File: src/rtl/mips_pkg.sv
// Shared MIPS front-end definitions: opcode constants, fetch FSM encoding, reset vector.
// Latency: n/a (constants and types only).
// Backpressure: n/a.
package mips_pkg;

  // Primary opcode field values (instr[31:26]) consumed by the control unit.
  localparam logic [5:0] OP_RTYPE = 6'b000000;
  localparam logic [5:0] OP_LW    = 6'b100011;
  localparam logic [5:0] OP_SW    = 6'b101011;
  localparam logic [5:0] OP_BEQ   = 6'b000100;
  localparam logic [5:0] OP_ADDI  = 6'b001000;
  localparam logic [5:0] OP_J     = 6'b000010;

  // First fetch address after reset unless the instance overrides it.
  localparam logic [31:0] RESET_PC_DEFAULT = 32'h0000_0000;

  // Fetch FSM: IDLE (post-reset bubble), REQ (memory read outstanding),
  // HOLD (instruction presented to the decoder).
  typedef enum logic [1:0] {
    IDLE = 2'd0,
    REQ  = 2'd1,
    HOLD = 2'd2
  } fetch_state_t;

endpackage

File: src/rtl/pc_next_sel.sv
// Next-pc selection: sequential increment and redirect target (jump over branch).
// Latency: purely combinational, zero cycles.
// Backpressure: none; the caller decides when the selected value is loaded.
// Ports: pc/pc_out in; jump+jump_index, branch_taken+branch_target in;
//        pc_inc, redirect, redirect_pc out.
module pc_next_sel (
  input  logic [31:0] pc,
  input  logic [31:0] pc_out,
  input  logic        jump,
  input  logic [25:0] jump_index,
  input  logic        branch_taken,
  input  logic [31:0] branch_target,
  output logic [31:0] pc_inc,
  output logic        redirect,
  output logic [31:0] redirect_pc
);

  logic [31:0] pc_out_inc;
  logic [31:0] jump_pc;
  logic        unused_bits;

  always_comb begin
    // Wraps naturally modulo 2^32.
    pc_inc      = pc + 32'd4;
    // The jump region comes from the delay-slot address of the held instruction.
    pc_out_inc  = pc_out + 32'd4;
    jump_pc     = {pc_out_inc[31:28], jump_index, 2'b00};
    redirect    = jump | branch_taken;
    // Jump wins when both are raised; branch targets are forced word aligned.
    redirect_pc = jump ? jump_pc : {branch_target[31:2], 2'b00};
  end

  assign unused_bits = ^{branch_target[1:0], pc_out_inc[27:0]};

endmodule

File: src/rtl/fetch_unit.sv
// Instruction fetch: issues imem reads at pc and holds each fetched word for the decoder.
// Latency: instr_valid rises exactly one cycle after the accepted imem_ack.
// Backpressure: instr_ready=0 freezes the held instruction and stops new requests.
// Ports: clk/reset; imem_req/imem_addr out, imem_ack/imem_rdata in;
//        instr/opcode/pc_out/instr_valid out, instr_ready in;
//        jump/jump_index and branch_taken/branch_target redirect inputs.
module fetch_unit
  import mips_pkg::*;
#(
  parameter logic [31:0] RESET_PC = RESET_PC_DEFAULT
) (
  input  logic        clk,
  input  logic        reset,
  output logic        imem_req,
  output logic [31:0] imem_addr,
  input  logic        imem_ack,
  input  logic [31:0] imem_rdata,
  output logic [31:0] instr,
  output logic [5:0]  opcode,
  output logic [31:0] pc_out,
  output logic        instr_valid,
  input  logic        instr_ready,
  input  logic        jump,
  input  logic [25:0] jump_index,
  input  logic        branch_taken,
  input  logic [31:0] branch_target
);

  fetch_state_t state, state_nxt;

  logic [31:0] pc, pc_nxt;
  logic        kill, kill_nxt;
  logic        capture;
  logic        drop_vld;

  logic [31:0] pc_inc;
  logic        redirect;
  logic [31:0] redirect_pc;

  pc_next_sel u_pc_next_sel (
    .pc            (pc),
    .pc_out        (pc_out),
    .jump          (jump),
    .jump_index    (jump_index),
    .branch_taken  (branch_taken),
    .branch_target (branch_target),
    .pc_inc        (pc_inc),
    .redirect      (redirect),
    .redirect_pc   (redirect_pc)
  );

  always_ff @(posedge clk) begin
    if (reset) begin
      state       <= IDLE;
      pc          <= RESET_PC;
      kill        <= 1'b0;
      instr       <= 32'd0;
      pc_out      <= 32'd0;
      instr_valid <= 1'b0;
    end else begin
      state <= state_nxt;
      pc    <= pc_nxt;
      kill  <= kill_nxt;
      if (capture) begin
        instr       <= imem_rdata;
        pc_out      <= pc;
        instr_valid <= 1'b1;
      end else if (drop_vld) begin
        instr_valid <= 1'b0;
      end
    end
  end

  always_comb begin
    state_nxt = state;
    pc_nxt    = pc;
    kill_nxt  = kill;
    capture   = 1'b0;
    drop_vld  = 1'b0;
    imem_req  = 1'b0;

    unique case (state)
      // One bubble after reset; any late ack or redirect here is ignored.
      IDLE: state_nxt = REQ;

      REQ: begin
        imem_req = 1'b1;
        if (redirect) begin
          pc_nxt = redirect_pc;
          // If the read completes this same cycle its data is simply dropped and
          // nothing is left in flight; otherwise the in-flight read must be killed.
          kill_nxt = ~imem_ack;
        end else if (imem_ack) begin
          if (kill) begin
            // Stale read for the pre-redirect pc: discard and reissue at pc.
            kill_nxt = 1'b0;
          end else begin
            capture   = 1'b1;
            state_nxt = HOLD;
          end
        end
      end

      HOLD: begin
        if (redirect) begin
          pc_nxt    = redirect_pc;
          drop_vld  = 1'b1;
          state_nxt = REQ;
        end else if (instr_ready) begin
          pc_nxt    = pc_inc;
          drop_vld  = 1'b1;
          state_nxt = REQ;
        end
      end

      default: state_nxt = IDLE;
    endcase
  end

  assign imem_addr = pc;
  assign opcode    = instr[31:26];

endmodule

File: config.mk
export PLATFORM = sky130hd
export DESIGN_NAME = fetch_unit
export DESIGN_NICKNAME = d
export VERILOG_FILES = /design/src/rtl/mips_pkg.sv /design/src/rtl/pc_next_sel.sv /design/src/rtl/fetch_unit.sv
export SDC_FILE = /design/constraint.sdc
export NUM_CORES = 1
export LEC_CHECK = 0
export BUFFER_PORTS_ARGS = -buffer_cell sky130_fd_sc_hd__buf_2
export CORE_UTILIZATION = 30
export DETAILED_ROUTE_END_ITERATION = 8
export PLACE_DENSITY = 0.52
export RECOVER_POWER = 25
export SLEW_MARGIN = 20
export SYNTH_ARGS = -nofsm -noshare
export SYNTH_HDL_FRONTEND = slang
export SYNTH_SLANG_ARGS = --single-unit
File: constraint.sdc
create_clock -name clk -period 2.2 [get_ports clk]
set_clock_uncertainty 0.15 [all_clocks]
set_input_delay 0.33 -clock clk [delete_from_list [all_inputs] [get_ports clk]]
set_output_delay 0.33 -clock clk [all_outputs]
set_load 0.02 [all_outputs]
Word-level counts from Yosys, hierarchy flattened
Index checks and enable logic that the tools add are counted.
{"block": "op_classes", "addsub": 2, "eq_ne": 7, "mux": 23, "bitwise": 2, "reduce_logical": 7}
{"cell": "$mux 32", "count": 4}
{"cell": "$add 32x3->32 const B", "count": 2}
{"cell": "$pmux 32 s2", "count": 1}
{"cell": "$mux 1", "count": 12}
{"cell": "$mux 2", "count": 5}
{"cell": "$ne 2x2->1 const B", "count": 4}
{"cell": "$pmux 2 s3", "count": 1}
{"cell": "$reduce_bool 2->1", "count": 3}
{"cell": "$reduce_and 4->1", "count": 1}
{"cell": "$ne 3x3->1 const B", "count": 1}
{"cell": "$reduce_and 3->1", "count": 1}
{"cell": "$eq 2x1->1 const B", "count": 1}
{"cell": "$eq 2x2->1 const B", "count": 1}
{"cell": "$logic_not 2->1", "count": 1}
{"cell": "$reduce_and 2->1", "count": 1}
{"cell": "$not 1->1", "count": 1}
{"cell": "$or 1x1->1", "count": 1}
{"block": "word_totals", "regBits": 100, "input_bits": 96, "out_inout_bits": 104}

Longest topological paths before layout
Gate-level depths: netlist (run 1).
{"block": "depth", "depth_word": 5, "ltp_mapped": 8, "ltp_nobuf": 7}

Modules after synthesis
From an unflattened synthesis (run 1), not the netlist that was laid out.
{"block": "hier_totals", "hier_cells": 663, "hier_area_um2": 5491.5}
{"mod": "fetch_unit", "n_inst": 1, "cells_per_inst": 505, "area_per_inst_um2": 4376.7, "seq_area_each_um2": 2001.9}
{"mod": "pc_next_sel", "n_inst": 1, "cells_per_inst": 158, "area_per_inst_um2": 1114.8, "seq_area_each_um2": 0.0}

Least setup slack after synthesis (run 1)
No wires, ideal clock.
{"block": "synth_timing", "kind": "register to register", "startpoint": "register pc[2], in the netlist imem_addr[2]", "endpoint": "register pc[24], in the netlist imem_addr[24]", "setup_time_ps": 120, "arrival_time_ps": 2048, "setup_slack_ps": -117, "path_stages_with_launch": 8, "path_cell_list": "dfxtp_1 -> ha_1 -> nand3_2 -> or4_4 -> or3_4 -> o21ai_1 -> a21o_1 -> a21oi_1"}
{"block": "synth_between", "elab_chain_len": 4}
{"element": "start, declared", "line": "fetch_unit.sv:31", "text": "logic [31:0] pc, pc_nxt;"}
{"element": "start signal, assigned", "line": "fetch_unit.sv:62", "text": "pc <= pc_nxt;"}
{"element": "$add 32x3->32", "line": "pc_next_sel.sv:24", "text": "pc_inc = pc + 32'd4;"}
{"element": "$mux 32", "line": "fetch_unit.sv:109", "text": "end else if (instr_ready) begin"}
{"element": "$mux 32", "line": "fetch_unit.sv:105", "text": "if (redirect) begin"}
{"element": "$pmux 32 s2", "line": "fetch_unit.sv:82", "text": "unique case (state)"}
Every way passes these cells. The select of a mux whose other input is x is not followed.
A chain may end at the register's enable or synchronous reset.

Worst setup path after layout (run 1)
{"block": "layout_timing", "startpoint": "register pc[2], in the netlist imem_addr[2]", "endpoint": "register pc[26], in the netlist imem_addr[26]"}
The elaborated chain is that of the path after synthesis.

==> impl_results.html, run 1 <==
<table>
<tr><th>Metric</th><th>Value</th></tr>
<tr><th colspan="2">Outcome</th></tr>
<tr><td>Run status</td><td>completed</td></tr>
<tr><th colspan="2">Route</th></tr>
<tr><td>Initial drt markers</td><td>approximately 280</td></tr>
<tr><td>DRC violations left</td><td>0</td></tr>
<tr><td>Drt via density</td><td>roughly 5</td></tr>
<tr><td>Count of nets left with antenna violations after detail routing</td><td>0</td></tr>
<tr><td>First-pass iteration count of the detailed router</td><td>6</td></tr>
<tr><td>Total number of vias</td><td>5233</td></tr>
<tr><td>Total wire length after detailed routing</td><td>16100 um</td></tr>
<tr><td>Wirelength per Cell</td><td>15.5 um</td></tr>
<tr><th colspan="2">CTS</th></tr>
<tr><td>H-Tree Depth</td><td>3</td></tr>
<tr><td>Clock insertion delay at the later pin of the skew report</td><td>about 350 ps</td></tr>
<tr><td>CTS clock-pin slew for the worst setup and hold paths</td><td>around 70 ps</td></tr>
<tr><td>Hold Buf Count CTS</td><td>0</td></tr>
<tr><td>Sinks on Clock Net</td><td>96</td></tr>
<tr><td>Clock tree from TritonCTS</td><td>built</td></tr>
<tr><td>Cts bufs inserted</td><td>9</td></tr>
<tr><td>Root Driver</td><td>sky130_fd_sc_hd__clkbuf_16</td></tr>
<tr><td>Largest buffer count on any clock path</td><td>2</td></tr>
<tr><th colspan="2">STA</th></tr>
<tr><td>Sum of negative setup slack</td><td>0 ps</td></tr>
<tr><td>Final setup violation count</td><td>0</td></tr>
<tr><td>Count of pins over their slew limit</td><td>0</td></tr>
<tr><td>Fmax</td><td>0.475 GHz</td></tr>
<tr><td>Period Utilization, post-route</td><td>0.956</td></tr>
<tr><td>Count of endpoints failing hold in the final timing report</td><td>0</td></tr>
<tr><td>Setup repair after global routing missed its margin</td><td>no</td></tr>
<tr><td>Final Hold Slack</td><td>around 24 ps</td></tr>
<tr><td>Post-route minimum period</td><td>2100 ps</td></tr>
<tr><th colspan="2">Logic synthesis</th></tr>
<tr><td>Synth unique cells</td><td>a little over 60</td></tr>
<tr><td>Number of standard cells after synthesis</td><td>between 600 and 700</td></tr>
<tr><td>Yosys Warn Count</td><td>0</td></tr>
<tr><td>FFs w/ async S/R, synth</td><td>0</td></tr>
<tr><td>Number of synthesized register bits</td><td>between 90 and 100</td></tr>
<tr><td>Synthesized area per cell</td><td>~7.6 sq um</td></tr>
<tr><td>Post-synthesis instance area</td><td>4770 sq um</td></tr>
<tr><td>Share of synthesized area occupied by flip-flops and latches</td><td>0.403</td></tr>
<tr><td>Most used DFF post-synth</td><td>sky130_fd_sc_hd__dfxtp_1</td></tr>
<tr><td>EDFF count, synth</td><td>0</td></tr>
<tr><th colspan="2">Floorplanning</th></tr>
<tr><td>Ports</td><td>200</td></tr>
<tr><td>Initial core utilization</td><td>0.310</td></tr>
<tr><td>DIE AREA</td><td>between 15000 and 20000 sq um</td></tr>
<tr><td>Die height</td><td>about 130 um</td></tr>
<tr><td>Die Wd</td><td>approximately 130 um</td></tr>
<tr><td>Area of the placeable core</td><td>between 15000 and 20000 sq um</td></tr>
<tr><td>Std cell rows</td><td>45</td></tr>
<tr><th colspan="2">Final layout</th></tr>
<tr><td>Most common library cell in the layout ignoring fill and taps</td><td>sky130_fd_sc_hd__nand2_1</td></tr>
<tr><td>Count of antenna diodes in the layout</td><td>0</td></tr>
<tr><td>Synthesis-to-finish area growth</td><td>36.1%</td></tr>
<tr><td>Final layout net count</td><td>between 900 and 1000</td></tr>
<tr><td>Top library cells by usage in the layout, fill and taps aside</td><td>154 x sky130_fd_sc_hd__nand2_1, 147 x sky130_fd_sc_hd__buf_2, 94 x sky130_fd_sc_hd__dfxtp_1</td></tr>
<tr><td>Share of final-layout standard cells stronger than drive strength 1</td><td>0.293</td></tr>
<tr><th colspan="2">Setup path</th></tr>
<tr><td>Required time reported for the critical path endpoint</td><td>roughly 2300 ps</td></tr>
<tr><td>Delay of the slowest critical-path stage</td><td>roughly 540 ps</td></tr>
<tr><td>Type of element launching the critical path</td><td>flop</td></tr>
<tr><td>Arrival time of the worst setup path</td><td>around 2200 ps</td></tr>
<tr><td>Reg-to-reg endpoint</td><td>imem_addr[26]</td></tr>
<tr><td>Crit path buffers/inverters</td><td>0</td></tr>
<tr><td>Nature of the critical path endpoint</td><td>flop</td></tr>
<tr><td>Largest fanout of any net on the critical path</td><td>5</td></tr>
<tr><td>Kind of cell with the highest combined delay on the critical path</td><td>simple AND/OR/NAND/NOR gates</td></tr>
<tr><td>Cells along the critical path</td><td>ha_1 -&gt; nand3_2 -&gt; or4_4 -&gt; nor3_2 -&gt; a41o_1 -&gt; a21oi_1 -&gt; a211oi_2</td></tr>
<tr><td>Reg2reg path depth</td><td>7</td></tr>
<tr><td>Reg2reg start</td><td>imem_addr[2]</td></tr>
<tr><td>Register-to-register setup slack</td><td>slightly below 100 ps</td></tr>
<tr><td>Critical-path cell with the highest stage delay</td><td>sky130_fd_sc_hd__or4_4</td></tr>
<tr><td>Critical path type</td><td>flop to flop</td></tr>
<tr><th colspan="2">Global routing</th></tr>
<tr><td>Antenna violations before repair</td><td>0</td></tr>
<tr><td>Number of global-route vias before repair</td><td>just under 5000</td></tr>
<tr><td>Pin count of the biggest net entering global routing</td><td>57</td></tr>
<tr><td>First-pass GRT wire length</td><td>approximately 25000 um</td></tr>
<tr><td>Total routing resource utilization after global routing</td><td>0.197</td></tr>
<tr><td>GRT overflow</td><td>0</td></tr>
<tr><th colspan="2">Worst hold path</th></tr>
<tr><td>Hold path depth</td><td>2</td></tr>
<tr><td>Hold Path End</td><td>kill</td></tr>
<tr><td>Tightest Hold Check Type</td><td>input pin to flop</td></tr>
<tr><td>Worst min-delay path startpoint</td><td>imem_ack</td></tr>
<tr><th colspan="2">Place</th></tr>
<tr><td>Port bufs</td><td>~190</td></tr>
<tr><td>Final RePlAce weighted congestion</td><td>0.836</td></tr>
<tr><td>Post-DP HPWL</td><td>about 12000 um</td></tr>
<tr><th colspan="2">Pwr</th></tr>
<tr><td>Total leakage power</td><td>roughly 2.6 nW</td></tr>
<tr><td>Highest ir drop seen on vdd</td><td>slightly above 0.4 mV</td></tr>
<tr><td>Power Density</td><td>665 nW/um^2</td></tr>
<tr><td>Total power of the final layout</td><td>0.00432 W</td></tr>
<tr><th colspan="2">Run</th></tr>
<tr><td>Max-cap violations</td><td>0</td></tr>
</table>
## power breakdown
| group | switching (W) | leakage (nW) | total [W] | internal (W) |
|---|---|---|---|---|
| logic | 0.000387 | 1.66 | 0.000659 | 0.000272 |
| registers | 0.0000453 | 0.781 | 0.00185 | 0.00180 |
| clock network | 0.000702 | 0.166 | 0.00181 | 0.00111 |
| total | 0.00113 | 2.61 | 0.00432 | 0.00319 |
## final cells by class
| class | count | area, sq um |
|---|---|---|
| Clock buffer | 9 | 225 |
| Sequential cell | 96 | 1920 |
| Multi-Input combinational cell | 469 | 2550 |
| Fill cell | 1613 | 8880 |
| Inverter | 5 | 18.8 |
| Clock inverter | 7 | 120 |
| Timing Repair Buffer | 246 | 1390 |
| Tap cell | 211 | 264 |
## metal layers
metal / global-route usage / vias to the layer above / wire length [um]
met5: 0 / - / 0
met4: 0.0616 / 0 / 237
met3: 0.0359 / 16 / 755
met2: 0.341 / 148 / 7840
met1: 0.247 / 2480 / 7300
li1: - / 2589 / -
## cell usage after synthesis, types with 6 or more instances
cell,number,share of area
sky130_fd_sc_hd__a211oi_1,9,0.014
sky130_fd_sc_hd__a21oi_1,92,0.097
sky130_fd_sc_hd__a31oi_1,9,0.012
sky130_fd_sc_hd__buf_2,6,0.0063
sky130_fd_sc_hd__buf_4,11,0.017
sky130_fd_sc_hd__clkbuf_1,30,0.024
sky130_fd_sc_hd__dfxtp_1,96,0.40
sky130_fd_sc_hd__mux2i_1,18,0.038
sky130_fd_sc_hd__nand2_1,154,0.12
sky130_fd_sc_hd__nand3_1,7,0.0073
sky130_fd_sc_hd__nand4_1,16,0.021
sky130_fd_sc_hd__nor2_1,31,0.024
sky130_fd_sc_hd__nor2b_1,6,0.0079
sky130_fd_sc_hd__nor3_1,23,0.024
sky130_fd_sc_hd__o21ai_0,19,0.020
sky130_fd_sc_hd__o22ai_1,12,0.016
## through the flow
stage | worst slack, ps | cells | util | cell area (sq um)
final | 96.7 | 1043 | 0.422 | 6490
after global routing | 4.96 | 1043 | 0.422 | 6490
after CTS | 55.6 | 1042 | 0.425 | 6530
after detailed placement | 76.4 | 1026 | 0.403 | 6190
after global placement | 104 | 1026 | 0.403 | 6190
after floorplan | 9.09 | 627 | - | 4790
## flip-flops by register name (all words and copies together) (netlist names)
| signal | flops |
|---|---|
| instr | 32 |
| imem_addr | 30 |
| pc_out | 30 |
| state | 2 |
| instr_valid | 1 |
| kill | 1 |
## logic make-up after synthesis
kind of cell               synth area share
DFF                                   0.403
muxes                                0.0449
other                              0.000786
xor gates and xnor gates            0.00551
adders and majority gates           0.00262
buffers and inverters                0.0719
AOI/OAI and AO/OA                     0.206
and+or+nand+nor                       0.265
## worst reg2reg max path, delay by kind of cell, from the launching register on
family          cells  cell delay, ps
fa+ha+maj           1             180
compound gates      3             470
flops               1             330
simple gates        3             900
## how the worst max path moves through the flow
stage / slack (ps) / start / end / depth (start not counted)
2_1_floorplan: 9 / imem_addr[2] / imem_addr[24] / 7
4_1_cts: 60 / imem_addr[2] / imem_addr[24] / 7
3_3_place_gp: 100 / imem_addr[2] / imem_addr[24] / 7
6_report: 100 / imem_addr[2] / imem_addr[26] / 7
3_5_place_dp: 80 / imem_addr[2] / imem_addr[24] / 7
5_1_grt: 5 / state[1] / imem_addr[18] / 6
## repair_timing
item                                    CTS  global route
endpoints found under the setup margin    0             3
buffers inserted                          0             1
gates resized for setup                   0             2
Note: power is estimated with default switching activity, not from simulation.
==> run 2: changes to the inputs <==
--- a/config.mk
+++ b/config.mk
@@ -6,9 +6,10 @@
 export NUM_CORES = 1
 export LEC_CHECK = 0
 export BUFFER_PORTS_ARGS = -buffer_cell sky130_fd_sc_hd__buf_2
-export CORE_UTILIZATION = 30
+export CORE_UTILIZATION = 44
 export DETAILED_ROUTE_END_ITERATION = 8
-export PLACE_DENSITY = 0.52
+export GPL_TIMING_DRIVEN = 0
+export PLACE_DENSITY = 0.73
 export RECOVER_POWER = 25
 export SLEW_MARGIN = 20
 export SYNTH_ARGS = -nofsm -noshare
==> run 2 against run 1 <==
The flow now finishes with violations (hold timing). Setup slack worse by 79 ps. Die area is 31% lower. Wire length is 4.1% higher. Critical endpoint is now imem_addr[23].
==> impl_results.html, run 2 (synthesized netlist as in run 1, its figures left out) <==
<table>
<tr><th>Metric</th><th>Value</th></tr>
<tr><th colspan="2">Setup path</th></tr>
<tr><td>Reg2reg path depth</td><td>7 (unchanged)</td></tr>
<tr><td>Type of element launching the critical path</td><td>flop</td></tr>
<tr><td>Kind of cell with the highest combined delay on the critical path</td><td>simple AND/OR/NAND/NOR gates</td></tr>
<tr><td>Arrival time of the worst setup path</td><td>2270 ps (+40 ps)</td></tr>
<tr><td>Reg-to-reg endpoint</td><td>imem_addr[23]</td></tr>
<tr><td>Cell depth of the worst setup path</td><td>7 (unchanged)</td></tr>
<tr><td>Timing startpoint of the critical path</td><td>imem_addr[18]</td></tr>
<tr><td>Nature of the critical path endpoint</td><td>flop</td></tr>
<tr><td>End of the critical path</td><td>imem_addr[23]</td></tr>
<tr><td>Required time reported for the critical path endpoint</td><td>2290 ps (-30 ps)</td></tr>
<tr><td>Register-to-register setup slack</td><td>20 ps (-80 ps)</td></tr>
<tr><td>Largest fanout of any net on the critical path</td><td>8 (+3)</td></tr>
<tr><td>Crit path buffers/inverters</td><td>1 (+1)</td></tr>
<tr><td>Cells along the critical path</td><td>clkbuf_2 -&gt; nand3_1 -&gt; nor3_2 -&gt; and4_1 -&gt; mux2_2 -&gt; a221oi_1 -&gt; nor2_1</td></tr>
<tr><td>Critical-path cell with the highest stage delay</td><td>sky130_fd_sc_hd__dfxtp_1</td></tr>
<tr><td>Critical path type</td><td>flop to flop</td></tr>
<tr><td>Reg2reg start</td><td>imem_addr[18]</td></tr>
<tr><td>Delay of the slowest critical-path stage</td><td>360 ps (-180 ps)</td></tr>
<tr><th colspan="2">Place</th></tr>
<tr><td>Placed cell count</td><td>954 (-7.0%)</td></tr>
<tr><td>Post-DP HPWL</td><td>12400 um (+3.6%)</td></tr>
<tr><td>Area of placed instances</td><td>5920 sq um (-4.3%)</td></tr>
<tr><td>Port bufs</td><td>191 (-1.0%)</td></tr>
<tr><td>Final RePlAce weighted congestion</td><td>0.958 (+15%)</td></tr>
<tr><th colspan="2">STA</th></tr>
<tr><td>Fmax</td><td>0.458 GHz (-3.6%)</td></tr>
<tr><td>Final Hold Slack</td><td>-1.07 ps (-25.2 ps)</td></tr>
<tr><td>Normalized max-slew margin</td><td>0.460</td></tr>
<tr><td>Measured slew at the worst slew-check pin</td><td>around 800 ps</td></tr>
<tr><td>Final setup violation count</td><td>0 (unchanged)</td></tr>
<tr><td>Count of endpoints failing hold in the final timing report</td><td>1 (+1)</td></tr>
<tr><td>Count of pins over their slew limit</td><td>0 (unchanged)</td></tr>
<tr><td>Post-route minimum period</td><td>2180 ps (+79.4 ps)</td></tr>
<tr><td>Period Utilization, post-route</td><td>0.992 (+0.0361)</td></tr>
<tr><td>Setup repair after global routing missed its margin</td><td>yes</td></tr>
<tr><th colspan="2">Final layout</th></tr>
<tr><td>Final standard cell area without fillers</td><td>6360 sq um (-2.0%)</td></tr>
<tr><td>Share of final-layout standard cells stronger than drive strength 1</td><td>0.331 (+0.0381)</td></tr>
<tr><td>Largest register FFs</td><td>32 (unchanged)</td></tr>
<tr><td>Top library cells by usage in the layout, fill and taps aside</td><td>180 x sky130_fd_sc_hd__buf_2, 154 x sky130_fd_sc_hd__nand2_1, 92 x sky130_fd_sc_hd__a21oi_1</td></tr>
<tr><td>Most flop-heavy register</td><td>instr</td></tr>
<tr><td>Final layout net count</td><td>940 (+1.7%)</td></tr>
<tr><td>Synthesis-to-finish area growth</td><td>33.4%</td></tr>
<tr><td>Count of antenna diodes in the layout</td><td>0 (unchanged)</td></tr>
<tr><td>Final Instance Count excl. Fillers</td><td>984 (-5.7%)</td></tr>
<tr><td>Most common library cell in the layout ignoring fill and taps</td><td>sky130_fd_sc_hd__buf_2</td></tr>
<tr><th colspan="2">Global routing</th></tr>
<tr><td>First-pass GRT wire length</td><td>26200 um (+4.0%)</td></tr>
<tr><td>Number of global-route vias before repair</td><td>5271 (+7.8%)</td></tr>
<tr><td>Antenna violations before repair</td><td>0 (unchanged)</td></tr>
<tr><td>Pin count of the biggest net entering global routing</td><td>18 (-68%)</td></tr>
<tr><td>Total routing resource utilization after global routing</td><td>0.297 (+0.100)</td></tr>
<tr><td>GRT overflow</td><td>0 (unchanged)</td></tr>
<tr><th colspan="2">Route</th></tr>
<tr><td>First-pass iteration count of the detailed router</td><td>5 (-1)</td></tr>
<tr><td>Wirelength per Cell</td><td>17.1 um (+10%)</td></tr>
<tr><td>Total number of vias</td><td>5558 (+6.2%)</td></tr>
<tr><td>Count of nets left with antenna violations after detail routing</td><td>0 (unchanged)</td></tr>
<tr><td>Drt via density</td><td>5.65 (+13%)</td></tr>
<tr><td>DRC violations left</td><td>0 (unchanged)</td></tr>
<tr><td>Initial drt markers</td><td>558 (+100%)</td></tr>
<tr><td>Total wire length after detailed routing</td><td>16800 um (+4.1%)</td></tr>
<tr><th colspan="2">Floorplanning</th></tr>
<tr><td>Area of the placeable core</td><td>10400 sq um (-32%)</td></tr>
<tr><td>Ports</td><td>200 (unchanged)</td></tr>
<tr><td>Initial core utilization</td><td>0.458 (+0.148)</td></tr>
<tr><td>Std cell rows</td><td>37 (-18%)</td></tr>
<tr><td>DIE AREA</td><td>11300 sq um (-31%)</td></tr>
<tr><td>Die height</td><td>106 um (-17%)</td></tr>
<tr><td>Die Wd</td><td>106 um (-17%)</td></tr>
<tr><th colspan="2">CTS</th></tr>
<tr><td>Clock insertion delay at the later pin of the skew report</td><td>360 ps (about the same)</td></tr>
<tr><td>Sinks on Clock Net</td><td>96 (unchanged)</td></tr>
<tr><td>Hold Buf Count CTS</td><td>0 (unchanged)</td></tr>
<tr><td>Largest buffer count on any clock path</td><td>2 (unchanged)</td></tr>
<tr><td>Clock tree from TritonCTS</td><td>built</td></tr>
<tr><td>H-Tree Depth</td><td>3 (unchanged)</td></tr>
<tr><td>CTS clock-pin slew for the worst setup and hold paths</td><td>100 ps (+30 ps)</td></tr>
<tr><td>Cts bufs inserted</td><td>9 (unchanged)</td></tr>
<tr><td>Root Driver</td><td>sky130_fd_sc_hd__clkbuf_8</td></tr>
<tr><th colspan="2">Run</th></tr>
<tr><td>Max-cap violations</td><td>0 (unchanged)</td></tr>
<tr><th colspan="2">Pwr</th></tr>
<tr><td>Total leakage power</td><td>2.73 nW (+4.9%)</td></tr>
<tr><td>Power Density</td><td>605 nW/um^2 (-9.1%)</td></tr>
<tr><td>Highest ir drop seen on vdd</td><td>0.429 mV (+4.5%)</td></tr>
<tr><th colspan="2">Worst hold path</th></tr>
<tr><td>Tightest Hold Check Type</td><td>input pin to flop</td></tr>
<tr><th colspan="2">Outcome</th></tr>
<tr><td>Failing checks</td><td>hold timing</td></tr>
<tr><td>Run status</td><td>complete, but fails checks</td></tr>
</table>
run 2: how the worst min path moves through the flow:
stage,startpoint,to,slack (ps),depth (start not counted)
finish,imem_ack,kill,-1,2
global route,imem_ack,kill,10,2
CTS,imem_ack,kill,0.4,2
detailed placement,instr[3],instr[3],300,2
global placement,instr[11],instr[11],290,2
floorplan,imem_ack,kill,280,1
run 2: repair_timing:
action / CTS / global route
setup buffers: 4 / 11
pin swaps: 0 / 8
hold endpoints to repair: 0 / 0
endpoints found under the setup margin: 25 / 68
gates resized for setup: 9 / 37
run 2: cell type report:
class,count,area (sq um)
plain buffers,56,339
repair buffers,206,1050
inverters,5,18.8
fillers,995,4060
multi-input cells,469,2610
well taps,136,170
clock inverters,6,100
flip-flops and latches,96,1940
clock buffers,10,128
run 2: metrics by stage:
step	total power, W	setup WS (ps)	hold WS (ps)	setup TNS, ps	util
floorplan	0.00225	9.09	276	0	-
global placement	0.00249	-280	291	-11060	0.568
detailed placement	0.00250	-297	297	-3900	0.569
CTS	0.00382	-120	0.407	-120	0.597
global route	0.00399	-61.3	12.8	-102	0.611
finish	0.00385	17.3	-1.07	0	0.611
run 2: routing by layer:
metal  vias up  GRT usage  wire (um)
met5         -          0          0
met4         0      0.131        441
met3        43     0.0582       1430
met2       299      0.500       8050
met1      2588      0.367       6880
li1       2628          -          -
run 2: where the power goes:
| part | switching [W] | total (W) | internal (W) | leakage (nW) |
|---|---|---|---|---|
| clock network | 0.000688 | 0.00135 | 0.000664 | 0.115 |
| logic | 0.000361 | 0.000605 | 0.000243 | 1.83 |
| registers | 0.0000880 | 0.00189 | 0.00180 | 0.787 |
| total | 0.00114 | 0.00385 | 0.00271 | 2.73 |
